File: src/rtl/fir_stream_ctrl.sv
// fir_stream_ctrl: frame sequencer around the FIR core's pull interface.
// Buffers upstream samples, answers FIR `next` requests, raises `stop`
// after the programmed frame length, and queues FIR results for a
// downstream valid/ready consumer.
// Optional watchdog: define FIR_STREAM_CTRL_TIMEOUT_EN to add err_timeout.
module fir_stream_ctrl #(
   parameter int DATA_W    = 32,
   parameter int IN_DEPTH  = 16,
   parameter int OUT_DEPTH = 16,
   parameter int CNT_W     = 16,
   parameter int TIMEOUT   = 1024
) (
   input  logic              clk,
   input  logic              rst,
   input  logic              start,
   input  logic [CNT_W-1:0]  frame_len,
   output logic              busy,
   output logic              done,
   input  logic [DATA_W-1:0] s_data,
   input  logic              s_valid,
   output logic              s_ready,
   output logic [DATA_W-1:0] m_data,
   output logic              m_valid,
   input  logic              m_ready,
   output logic              fir_rst,
   output logic [DATA_W-1:0] fir_in,
   input  logic              fir_next,
   input  logic [DATA_W-1:0] fir_out,
   input  logic              fir_ready,
   output logic              fir_stop,
   output logic              err_underrun,
   output logic              err_overflow,
   output logic              err_extra
`ifdef FIR_STREAM_CTRL_TIMEOUT_EN
   ,
   output logic              err_timeout
`endif
);

   localparam int IW = $clog2(IN_DEPTH);
   localparam int OW = $clog2(OUT_DEPTH);

   typedef enum logic [2:0] {S_IDLE, S_FIRRST, S_RUN, S_DRAIN, S_DONE} state_t;
   state_t state, state_nxt;

   logic [DATA_W-1:0] in_mem  [IN_DEPTH];
   logic [DATA_W-1:0] out_mem [OUT_DEPTH];
   logic [IW-1:0]     in_wr, in_rd;
   logic [IW:0]       in_level;
   logic [OW-1:0]     out_wr, out_rd;
   logic [OW:0]       out_level;
   logic [CNT_W-1:0]  len_q, in_cnt, out_cnt;

   logic in_full, in_empty, out_full, out_empty;
   logic in_push, in_pop, out_push, m_pop;
   logic start_acc, feed_req, stop_req, ready_acc, active, timeout_hit;

   assign in_full   = (in_level == (IW+1)'(IN_DEPTH));
   assign in_empty  = (in_level == '0);
   assign out_full  = (out_level == (OW+1)'(OUT_DEPTH));
   assign out_empty = (out_level == '0);

   assign s_ready = !in_full;
   assign m_valid = !out_empty;
   assign m_data  = out_empty ? '0 : out_mem[out_rd];

   assign active    = (state == S_RUN) || (state == S_DRAIN);
   assign start_acc = start && (state == S_IDLE);
   assign feed_req  = (state == S_RUN) && fir_next && (in_cnt < len_q);
   assign stop_req  = (state == S_RUN) && fir_next && (in_cnt == len_q);
   assign ready_acc = fir_ready && active && (out_cnt < len_q);

   assign in_push  = s_valid && !in_full;
   assign in_pop   = feed_req && !in_empty;
   assign m_pop    = m_ready && !out_empty;
   // A pop frees the slot on the same edge, so a full FIFO being drained still accepts.
   assign out_push = ready_acc && (!out_full || m_pop);

`ifdef FIR_STREAM_CTRL_TIMEOUT_EN
   localparam int WDW = $clog2(TIMEOUT + 1);
   logic [WDW-1:0] wd_cnt;

   assign timeout_hit = active && (wd_cnt == WDW'(TIMEOUT - 1));

   // Watchdog: counts cycles without FIR output while the FIR is running.
   always_ff @(posedge clk or posedge rst) begin
      if (rst) begin
         wd_cnt      <= '0;
         err_timeout <= 1'b0;
      end else begin
         if (start_acc)
            err_timeout <= 1'b0;
         if (state == S_FIRRST || fir_ready)
            wd_cnt <= '0;
         else if (active && !timeout_hit)
            wd_cnt <= wd_cnt + 1'b1;
         if (timeout_hit)
            err_timeout <= 1'b1;
      end
   end
`else
   // No watchdog: the controller waits for the FIR indefinitely.
   assign timeout_hit = (TIMEOUT < 0);
`endif

   // FSM state register.
   always_ff @(posedge clk or posedge rst) begin
      if (rst) state <= S_IDLE;
      else     state <= state_nxt;
   end

   // FSM next state and state-decoded outputs.
   always_comb begin
      state_nxt = state;
      busy      = 1'b1;
      done      = 1'b0;
      fir_rst   = 1'b1;
      unique case (state)
         S_IDLE: begin
            busy = 1'b0;
            if (start_acc)
               state_nxt = (frame_len == '0) ? S_DONE : S_FIRRST;
         end
         S_FIRRST: state_nxt = S_RUN;
         S_RUN: begin
            fir_rst = 1'b0;
            if (timeout_hit)   state_nxt = S_DONE;
            else if (stop_req) state_nxt = S_DRAIN;
         end
         S_DRAIN: begin
            fir_rst = 1'b0;
            if (timeout_hit)
               state_nxt = S_DONE;
            else if (out_cnt == len_q || (ready_acc && (out_cnt + 1'b1) == len_q))
               state_nxt = S_DONE;
         end
         S_DONE: begin
            done      = 1'b1;
            state_nxt = S_IDLE;
         end
         default: state_nxt = S_IDLE;
      endcase
   end

   // FIFO storage writes (data only, never reset).
   always_ff @(posedge clk) begin
      if (in_push)  in_mem[in_wr]   <= s_data;
      if (out_push) out_mem[out_wr] <= fir_out;
   end

   // FIFO pointers and occupancy; pointers wrap naturally at the power-of-two depth.
   always_ff @(posedge clk or posedge rst) begin
      if (rst) begin
         in_wr     <= '0;
         in_rd     <= '0;
         in_level  <= '0;
         out_wr    <= '0;
         out_rd    <= '0;
         out_level <= '0;
      end else begin
         if (in_push)  in_wr  <= in_wr + 1'b1;
         if (in_pop)   in_rd  <= in_rd + 1'b1;
         if (out_push) out_wr <= out_wr + 1'b1;
         if (m_pop)    out_rd <= out_rd + 1'b1;
         unique case ({in_push, in_pop})
            2'b10:   in_level <= in_level + 1'b1;
            2'b01:   in_level <= in_level - 1'b1;
            default: in_level <= in_level;
         endcase
         unique case ({out_push, m_pop})
            2'b10:   out_level <= out_level + 1'b1;
            2'b01:   out_level <= out_level - 1'b1;
            default: out_level <= out_level;
         endcase
      end
   end

   // Frame counters, FIR input register, stop line and sticky error flags.
   always_ff @(posedge clk or posedge rst) begin
      if (rst) begin
         len_q        <= '0;
         in_cnt       <= '0;
         out_cnt      <= '0;
         fir_in       <= '0;
         fir_stop     <= 1'b0;
         err_underrun <= 1'b0;
         err_overflow <= 1'b0;
         err_extra    <= 1'b0;
      end else begin
         if (start_acc) begin
            len_q        <= frame_len;
            in_cnt       <= '0;
            out_cnt      <= '0;
            err_underrun <= 1'b0;
            err_overflow <= 1'b0;
            err_extra    <= 1'b0;
         end
         if (feed_req) begin
            in_cnt <= in_cnt + 1'b1;
            if (in_empty) begin
               fir_in       <= '0;
               err_underrun <= 1'b1;
            end else begin
               fir_in <= in_mem[in_rd];
            end
         end
         if (stop_req)
            fir_stop <= 1'b1;
         if (state == S_DONE)
            fir_stop <= 1'b0;
         if (ready_acc) begin
            out_cnt <= out_cnt + 1'b1;
            if (!out_push)
               err_overflow <= 1'b1;
         end
         if (fir_ready && !ready_acc)
            err_extra <= 1'b1;
      end
   end

endmodule

File: config.mk
export PLATFORM = sky130hd
export DESIGN_NAME = fir_stream_ctrl
export DESIGN_NICKNAME = d
export VERILOG_FILES = /design/src/rtl/fir_stream_ctrl.sv
export SDC_FILE = /design/constraint.sdc
export NUM_CORES = 1
export LEC_CHECK = 0
export ABC_AREA = 0
export CORE_ASPECT_RATIO = 1.2
export CORE_MARGIN = 4
export CORE_UTILIZATION = 55
export CTS_CLUSTER_DIAMETER = 60
export CTS_CLUSTER_SIZE = 40
export DETAILED_ROUTE_END_ITERATION = 12
export HOLD_SLACK_MARGIN = 0.12
export PLACE_DENSITY = 0.76
export SYNTH_ARGS = -nofsm -noshare
export SYNTH_HDL_FRONTEND = slang
export SYNTH_SLANG_ARGS = --single-unit
File: constraint.sdc
create_clock -name clk -period 4.4 [get_ports clk]
set_input_delay 0.44 -clock clk [delete_from_list [all_inputs] [get_ports clk]]
set_output_delay 0.44 -clock clk [all_outputs]
set_load 0.1 [all_outputs]
# Word level (Yosys, flattened, before mapping)

Memory sizes are Yosys's and may differ from the RTL's.
Cells that the tools add are included.

Bits in read-only memories: 0
Register bits after elaboration: 113
Output and inout port bits: 73
RAM bits: 1024
Logic and storage cells: 106
Latch bits: 0
Memories kept: 2

Memory list:

| memory  | words | width | read ports | clocked after Yosys merged registers in | write ports | RTL line | text |
|---|---|---|---|---|---|---|---|
| in_mem  | 16    | 32    | 1          | 0                                       | 1           | 46       | `logic [DATA_W-1:0] in_mem [IN_DEPTH];` |
| out_mem | 16    | 32    | 1          | 0                                       | 1           | 47       | `logic [DATA_W-1:0] out_mem [OUT_DEPTH];` |

Multiplexer cells: 29
Divide/modulo/power cells: 0
Reductions and logical operators: 32
Magnitude comparators: 2
Equality and inequality tests: 16
Bitwise logic cells: 0
Shifts and indexed selects: 0
$mul: 0
Add/sub/neg operators: 10

Operator list:

| kind                  | count |
|---|---|
| $mux 32               | 2 |
| $eq 16x16->1          | 3 |
| $mux 16               | 3 |
| $add 16x1->16 const B | 2 |
| $lt 16x16->1          | 2 |
| $pmux 5 s2            | 2 |
| $mux 1                | 17 |
| $add 4x1->4 const B   | 4 |
| $logic_not 16->1      | 1 |
| $logic_and 1x1->1     | 12 |
| $mux 3                | 4 |
| $pmux 3 s4            | 1 |
| $reduce_bool 2->1     | 6 |
| $add 5x1->5 const B   | 2 |
| $eq 5x5->1 const B    | 2 |
| $logic_not 5->1       | 2 |
| $sub 5x1->5 const B   | 2 |
| $eq 3x2->1 const B    | 2 |
| $logic_not 1->1       | 5 |
| $eq 2x1->1 const B    | 2 |
| $eq 2x2->1 const B    | 2 |
| $ne 2x2->1 const B    | 2 |
| $eq 3x1->1 const B    | 1 |
| $eq 3x3->1 const B    | 1 |
| other kinds (5)       | 7 |

# Depth between registers and ports, before layout

Gate-level depths: netlist of run 1.

Depth after elaboration: 8
Gate-level depth with buffers: 17
Mapped depth without buffers: 17

# Worst setup path before layout of run 1

OpenSTA, ideal clock, no wires.

Kind: reg-to-reg
Start point: register out_cnt[5]
End point: memory out_mem[3][0], enable pin
Data required time: 3.939 ns
Arrival: 4.218 ns
Stages on the path, launching flop included: 10
Path slack: -0.279 ns
Setup time: 0.461 ns
Cell sequence: dfrtp_1 -> ha_1 -> a21oi_1 -> o21ai_0 -> a221o_1 -> or3_1 -> nor2b_1 -> buf_2 -> nand2_1 -> nor3_1

Longest elaborated chain between the ends: 5

RTL lines:

| what                         | RTL line | text |
|---|---|---|
| start, declared              | 52       | `logic [CNT_W-1:0] len_q, in_cnt, out_cnt;` |
| start signal, assigned       | 212      | `out_cnt <= out_cnt + 1'b1;` |
| $lt 16x16->1                 | 71       | `assign ready_acc = fir_ready && active && (out_cnt < len_q);` |
| $logic_and 1x1->1            | 71       |  |
| $logic_and 1x1->1            | 77       | `assign out_push = ready_acc && (!out_full \|\| m_pop);` |
| $mux 1                       | 148      | `if (out_push) out_mem[out_wr] <= fir_out;` |
| $mux 1 (not written as such) | 148      |  |
| end, declared                | 47       |  |

Every way passes these cells.

# Worst setup path after layout of run 1

Start point: register out_rd[0]
End point: output port m_data[30]

Longest elaborated chain between the ends: 2

RTL lines:

| what                   | RTL line | text |
|---|---|---|
| start, declared        | 50       | `logic [OW-1:0] out_wr, out_rd;` |
| start signal, assigned | 164      | `if (m_pop) out_rd <= out_rd + 1'b1;` |
| $mem_v2 16x32          | -        |  |
| $mux 32                | 65       | `assign m_data = out_empty ? '0 : out_mem[out_rd];` |
| end, declared          | 22       | `output logic [DATA_W-1:0] m_data,` |

Every way passes these cells.

==> flow_summary.yaml, run 1 <==
status:
  outcome: "completed"
clocking:
  cts_resized: 0
  clock_path_buffers: 3
  htreeDepth: 2
  hold_buffers: 0
  cts_sinks: 1137
  cts_buffers: 61
  worstSkewPairLatency_ns: 0.67
  path_clk_slew_ns: 0.10
  cts_tree: "built"
  post-cts-setup-buffers: 0
  cts-root-buf: "clkbuf_16"
synth:
  ys_seq_area_frac: 0.740
  ys.flop_type: "edfxtp_1"
  netlist_area_um2: 45400
  synth_most_common_cell: "edfxtp_1"
  synth-compound-area-share: 0.0223
  synth_cell_types: 62
  synth-edff-count: 1024
  synth_top_family_by_area: "multiplexers"
  ys_ff_latch: 1137
  synthArstFlopShare: 0.0994
  syn_inst: 2191
  synth_area_leader_cell: "edfxtp_1"
  synth_xor_area_frac: 0.00888
  synth_top_area_share: 0.678
  synth.area.top_cells: "edfxtp_1 (68%), mux4_2 (16%), dfrtp_1 (6.2%), ha_1 (1.4%), o21ai_0 (1.0%)"
  synth_simple_gate_area_frac: 0.0339
  synth_common_cells: "edfxtp_1 (1,024), mux4_2 (320), dfrtp_1 (113), o21ai_0 (93), clkbuf_1 (71)"
  syn-num-nets: 2331
  synthMuxAreaShare: 0.166
  synth_fa_ha_area_frac: 0.0149
  avgSynthCellArea_um2: 20.7
  yosysWarnings: 0
global_routing:
  grt_pass1_wl_um: 147000
  grtUsageTotal: 0.226
  grt_pass1_vias: 22900
  grt_max_degree: 66
  grt-ovfl-total: 0
  antenna_found_initial: 4
pwr:
  power_density_nw_per_um2: 660
  total_power_w: 0.0337
  vdd_drop_max_mv: 0.944
  leakage_nw: 16.6
floorplanning:
  io_pins: 160
  dieWidth_um: 270
  die_area_um2: 87200
  rows: 115
  start_util: 0.554
  die_h_um: 323
  core_area_um2: 81900
place:
  gp_congestion: 0.890
  dp_hpwl_um: 56800
  place_ws_ns: 0.777
  io_buffers: 159
job:
  maxCapViolCount: 0
sta:
  report.final.slew_viol_count: 0
  finalHoldWorstSlack_ns: 0.334
  rsz0062_at_grt: "no"
  worst_slack_ns: 0.538
  skew_ns: 0.0381
  final.min_clock_period_ns: 3.86
  max_clock_freq_ghz: 0.259
  final-hold-violation-count: 0
  post-route-period-util: 0.878
  final.setup.tns_ns: 0
  worstMarginPinSlew_ns: 1.15
  setup_violations: 0
  relSlewSlack: 0.236
worst_setup_path:
  crit_type: "flip-flop to output port"
  cp_max_fo: 29
  endpoint_kind: "output port"
  crit_path_start_kind: "flip-flop"
  arrival_ns: 3.42
  required_ns: 3.96
  r2r_slack_ns: 0.80
layout:
  syn2layout_area_growth_pct: 12.6
  final_util: 0.624
  nFillCells: 5367
  fin_nets: 2504
  drive_above_1_share: 0.255
routing:
  drtPass1Iterations: 5
  drt-vias-per-instance: 6.30
  wl_per_cell_um: 28.1
  finalWirelength_um: 97600
  antenna_left: 0
  drc_errors: 0
  drtIter0Drc: 2625
  vias: 21900
hold_path:
  worstHoldPathType: "primary input to async pin"
power breakdown:
group | internal, W | switching [W] | leakage [nW]
Clock | 0.00291 | 0.00387 | 1.09
Combinational | 0.00508 | 0.00774 | 4.83
Sequential | 0.0129 | 0.00117 | 10.7
Total | 0.0209 | 0.0128 | 16.6
metrics by stage:
stage	instances	cell area, µm²
6_report	3472	51100
3_5_place_dp	3354	48800
3_3_place_gp	3354	48800
4_1_cts	3469	51100
2_1_floorplan	2191	45400
5_1_grt	3470	51100
registers in the layout, summed over array words and instances (netlist names):
signal,cells
out_wr,4
out_rd,4
state,3
in_wr,4
in_mem,512
in_cnt,16
err_overflow,1
out_level,5
fir_in,32
err_underrun,1
in_level,5
len_q,16
fir_stop,1
out_cnt,16
err_extra,1
in_rd,4
out_mem,512
layout by cell type, fill, tap and decap left out, types with 5 or more instances in the layout:
| cell | netlist | final |
|---|---|---|
| a31o_2 | 6 | 6 |
| nor4_1 | 13 | 13 |
| nor3_1 | 14 | 6 |
| buf_4 | 1 | 77 |
| nand2_1 | 49 | 49 |
| buf_12 | 0 | 24 |
| inv_1 | 38 | 37 |
| mux2i_1 | 10 | 10 |
| mux4_2 | 320 | 320 |
| clkdlybuf4s50_1 | 0 | 127 |
| inv_12 | 0 | 6 |
| xnor2_1 | 34 | 34 |
| nor2_4 | 0 | 24 |
| o21ai_0 | 93 | 93 |
| nor2_1 | 48 | 24 |
| nand2b_1 | 45 | 44 |
| nand4_1 | 14 | 14 |
| dfrtp_1 | 113 | 105 |
| inv_6 | 0 | 12 |
| clkinv_8 | 0 | 7 |
| inv_16 | 0 | 5 |
| clkbuf_16 | 0 | 61 |
| ha_1 | 51 | 51 |
| and2_1 | 37 | 37 |
| o31ai_1 | 9 | 9 |
| nor3_4 | 0 | 8 |
| edfxtp_1 | 1024 | 1024 |
| nor2b_1 | 7 | 6 |
| inv_8 | 0 | 11 |
| nand3_1 | 24 | 23 |
| a21oi_1 | 22 | 21 |
| or3_1 | 6 | 6 |
| a21o_1 | 10 | 10 |
| xor2_1 | 12 | 12 |
| mux2_2 | 19 | 19 |
kinds of logic (layout without fill, tap and decap cells):
group,after synthesis,after routing
AO/OA/AOI/OAI,169,169
XOR/XNOR,46,46
adder cells (fa/ha/maj),53,53
buffers and inverters,156,381
flip-flops,1137,1137
multiplexers,349,349
other,0,3
AND/OR/NAND/NOR,281,281
worst max-delay path: stages (launching register included):
cell,delay [ns]
dfrtp_4,0.84
buf_12,0.34
mux4_2,0.59
mux4_2,0.51
and2_1,0.19
buf_4,0.23
layout make-up:
class                      count  area (µm²)  area share
antenna                        3        7.51    0.000147
clock buffer                  62        1530      0.0300
clock inverter                53         716      0.0140
inverter                      38         145     0.00284
multi-input combinational    898       11400       0.224
sequential                  1137       33600       0.658
tap                         1053        1320      0.0258
timing repair buffer         228        2330      0.0456
layer usage:
metal	wire (µm)	vias to the layer above	part of all wire	track usage
li1	-	9313	-	-
met1	36600	11600	0.37	0.300
met2	52200	795	0.54	0.402
met3	6180	134	0.063	0.0298
met4	2620	0	0.027	0.0589
met5	0	-	0	0
worst paths after layout:
kind	from	to	cells past startpoint
setup / recovery	out_rd[0]$_DFFE_PP0P_	m_data[30]	5
hold / removal	rst	err_extra$_DFFE_PP0P_	2
setup reg to reg	len_q[5]$_DFFE_PP0P_	in_level[4]$_DFFE_PP0P_	16
hold reg to reg	in_cnt[15]$_DFFE_PP0P_	in_cnt[15]$_DFFE_PP0P_	1
max in group asynchronous	rst	in_rd[0]$_DFFE_PP0P_	3
min in group clk	fir_ready	err_extra$_DFFE_PP0P_	2
(Power assumes the default switching activity.)
==> run 2, diff against run 1 <==
--- a/config.mk
+++ b/config.mk
@@ -8,12 +8,12 @@
 export ABC_AREA = 0
 export CORE_ASPECT_RATIO = 1.2
 export CORE_MARGIN = 4
-export CORE_UTILIZATION = 55
+export CORE_UTILIZATION = 29
+export CTS_BUF_LIST = sky130_fd_sc_hd__clkbuf_4
 export CTS_CLUSTER_DIAMETER = 60
 export CTS_CLUSTER_SIZE = 40
 export DETAILED_ROUTE_END_ITERATION = 12
 export HOLD_SLACK_MARGIN = 0.12
-export PLACE_DENSITY = 0.76
 export SYNTH_ARGS = -nofsm -noshare
 export SYNTH_HDL_FRONTEND = slang
 export SYNTH_SLANG_ARGS = --single-unit
==> constraint.sdc (replaced) <==
create_clock -name clk -period 4.4 [get_ports clk]
set_input_delay 1.1 -clock clk [delete_from_list [all_inputs] [get_ports clk]]
set_output_delay 1.1 -clock clk [all_outputs]
set_load 0.1 [all_outputs]
==> run 2 against run 1 <==
  * The run now ends with negative setup slack left
  * Largest cell class unchanged
  * Die area up 87%
  * Non-clock buffer count up 37
  * Global-route usage fell by 9.9 points
  * Total power up 2.2%
  * Critical path type unchanged
  * Design area rose by 3.5%
  * Sequential share of layout area fell by 2.2 points
  * Utilization shrank 28 points
  * Fmax is 15% lower
==> flow_summary.yaml, run 2 (same netlist as run 1, synthesis figures left out) <==
status:
  outcome: "finished, violations left"
  violations: "negative setup slack"
pwr:
  seqPwrFrac: 0.399
  netSwitchingPower_w: 0.0133
  leakage_nw: 16.8
  sw_frac_of_total: 0.387
  internal_power_w: 0.0211
  power_density_nw_per_um2: 651
  p_clk_frac: 0.162
  p_comb_frac: 0.438
  vdd_drop_max_mv: 0.667
job:
  maxCapViolCount: 0
place:
  io_buffers: 159
  dp_hpwl_um: 60500
  place_ws_ns: 0.0872
  place_inst: 4392
  gp_congestion: 0.750
floorplanning:
  start_util: 0.293
  die_h_um: 441
  rows: 158
  dieWidth_um: 369
  io_pins: 160
  die_area_um2: 163000
  core_area_um2: 155000
clocking:
  clock_path_buffers: 3
  htreeDepth: 3
  path_clk_slew_ns: 0.18
  worstSkewPairLatency_ns: 1.13
  cts-root-buf: "clkbuf_4"
  cts_sinks: 1137
  cts_tree: "built"
  cts_buffers: 79
sta:
  final.min_clock_period_ns: 4.53
  max_clock_freq_ghz: 0.221
  report.final.slew_viol_count: 0
  post-route-period-util: 1.03
  finalHoldWorstSlack_ns: 0.497
  relSlewSlack: 0.303
  rsz0062_at_grt: "yes"
  worstMarginPinSlew_ns: 1.04
  worst_slack_ns: -0.126
  setup_violations: 30
  skew_ns: 0.201
  final-hold-violation-count: 0
layout:
  drive_above_1_share: 0.284
  register_area_um2: 33600
  multiInputGateArea_um2: 11500
  layout_common_cells: "edfxtp_1 (1,024), mux4_2 (320), clkdlybuf4s50_1 (125)"
  fin_nets: 2559
  final_common_cell: "edfxtp_1"
  stdcell_count: 4577
  final_util: 0.341
  largestRegisters: "in_mem: 512 flops, out_mem: 512 flops, fir_in: 32 flops"
  syn2layout_area_growth_pct: 16.6
  nFillCells: 14600
routing:
  drt-vias-per-instance: 4.74
  finalWirelength_um: 103000
  antenna_left: 0
  wl_per_cell_um: 22.6
  drtIter0Drc: 1886
  drc_errors: 0
  vias: 21700
  drtPass1Iterations: 5
worst_setup_path:
  crit_path_start_kind: "flip-flop"
  arrival_ns: 3.43
  endpoint_kind: "output port"
  cp_max_fo: 5
  required_ns: 3.30
  crit_type: "flip-flop to output port"
  r2r_slack_ns: 0.79
global_routing:
  grt_pass1_wl_um: 154000
  antenna_found_initial: 14
  grt-ovfl-total: 0
  grt_pass1_vias: 22500
  grt_max_degree: 69
  grtUsageTotal: 0.127
hold_path:
  worstHoldPathType: "flip-flop to flip-flop"
==> run 2: area by class of cell <==
cell class,instances,share of cell area
flip-flops and latches,1137,0.635
repair buffers,265,0.0652
well taps,2080,0.0492
inverters,38,0.00279
clock inverters,64,0.0175
clock buffers,84,0.0119
multi-input cells,898,0.218
diodes,11,0.000521
==> run 2: layer usage <==
layer,part of all wire,wire (µm),global-route usage
met3,0.048,4920,0.0233
met4,0.019,1950,0.0303
met1,0.42,43300,0.166
met5,0.00043,44,0
met2,0.51,53100,0.221
==> run 2: power groups by stage <==
stage / Sequential (W) / Clock [W] / Combinational [W]
floorplan: 0.0145 / 0 / 0.00911
CTS: 0.0138 / 0.00585 / 0.0153
global placement: 0.0141 / 0 / 0.0142
global route: 0.0139 / 0.00627 / 0.0160
finish: 0.0138 / 0.00559 / 0.0151
detailed placement: 0.0141 / 0 / 0.0142
==> run 2: critical path, stage by stage (launching register included) <==
cell and delay, ns:
dfrtp_4 0.52, buf_12 0.14, buf_12 0.14, buf_16 0.15, mux4_2 0.49, mux4_2 0.53, and2_1 0.22, buf_12 0.17
==> run 2: through the flow <==
step                TNS, ns  total power [W]  cell area (µm²)
CTS                  -10.83           0.0349            52800
floorplan                 0           0.0237            45400
global placement          0           0.0283            50600
detailed placement        0           0.0283            50600
global route         -10.30           0.0361            52900
finish                -2.25           0.0344            52900
==> run 2: path summary, 6_finish.rpt <==
kind	cells past startpoint	from	endpoint
worst min-delay path	1	in_rd[2]$_DFFE_PP0P_	in_rd[2]$_DFFE_PP0P_
min in group asynchronous	2	rst	in_wr[1]$_DFFE_PP0P_
max in group asynchronous	3	rst	len_q[15]$_DFFE_PP0P_
worst max-delay path	7	out_rd[0]$_DFFE_PP0P_	m_data[2]
worst min register to register	1	in_rd[2]$_DFFE_PP0P_	in_rd[2]$_DFFE_PP0P_
worst max register to register	9	out_cnt[7]$_DFFE_PP0P_	out_mem[11][16]$_DFFE_PP_
==> run 2: repair_timing <==
action                     4_1_cts  5_1_grt
setup buffers                   17        1
gates cloned                    10        0
resized for setup               48       15
hold buffers                     0        0
setup endpoints to repair       34       32
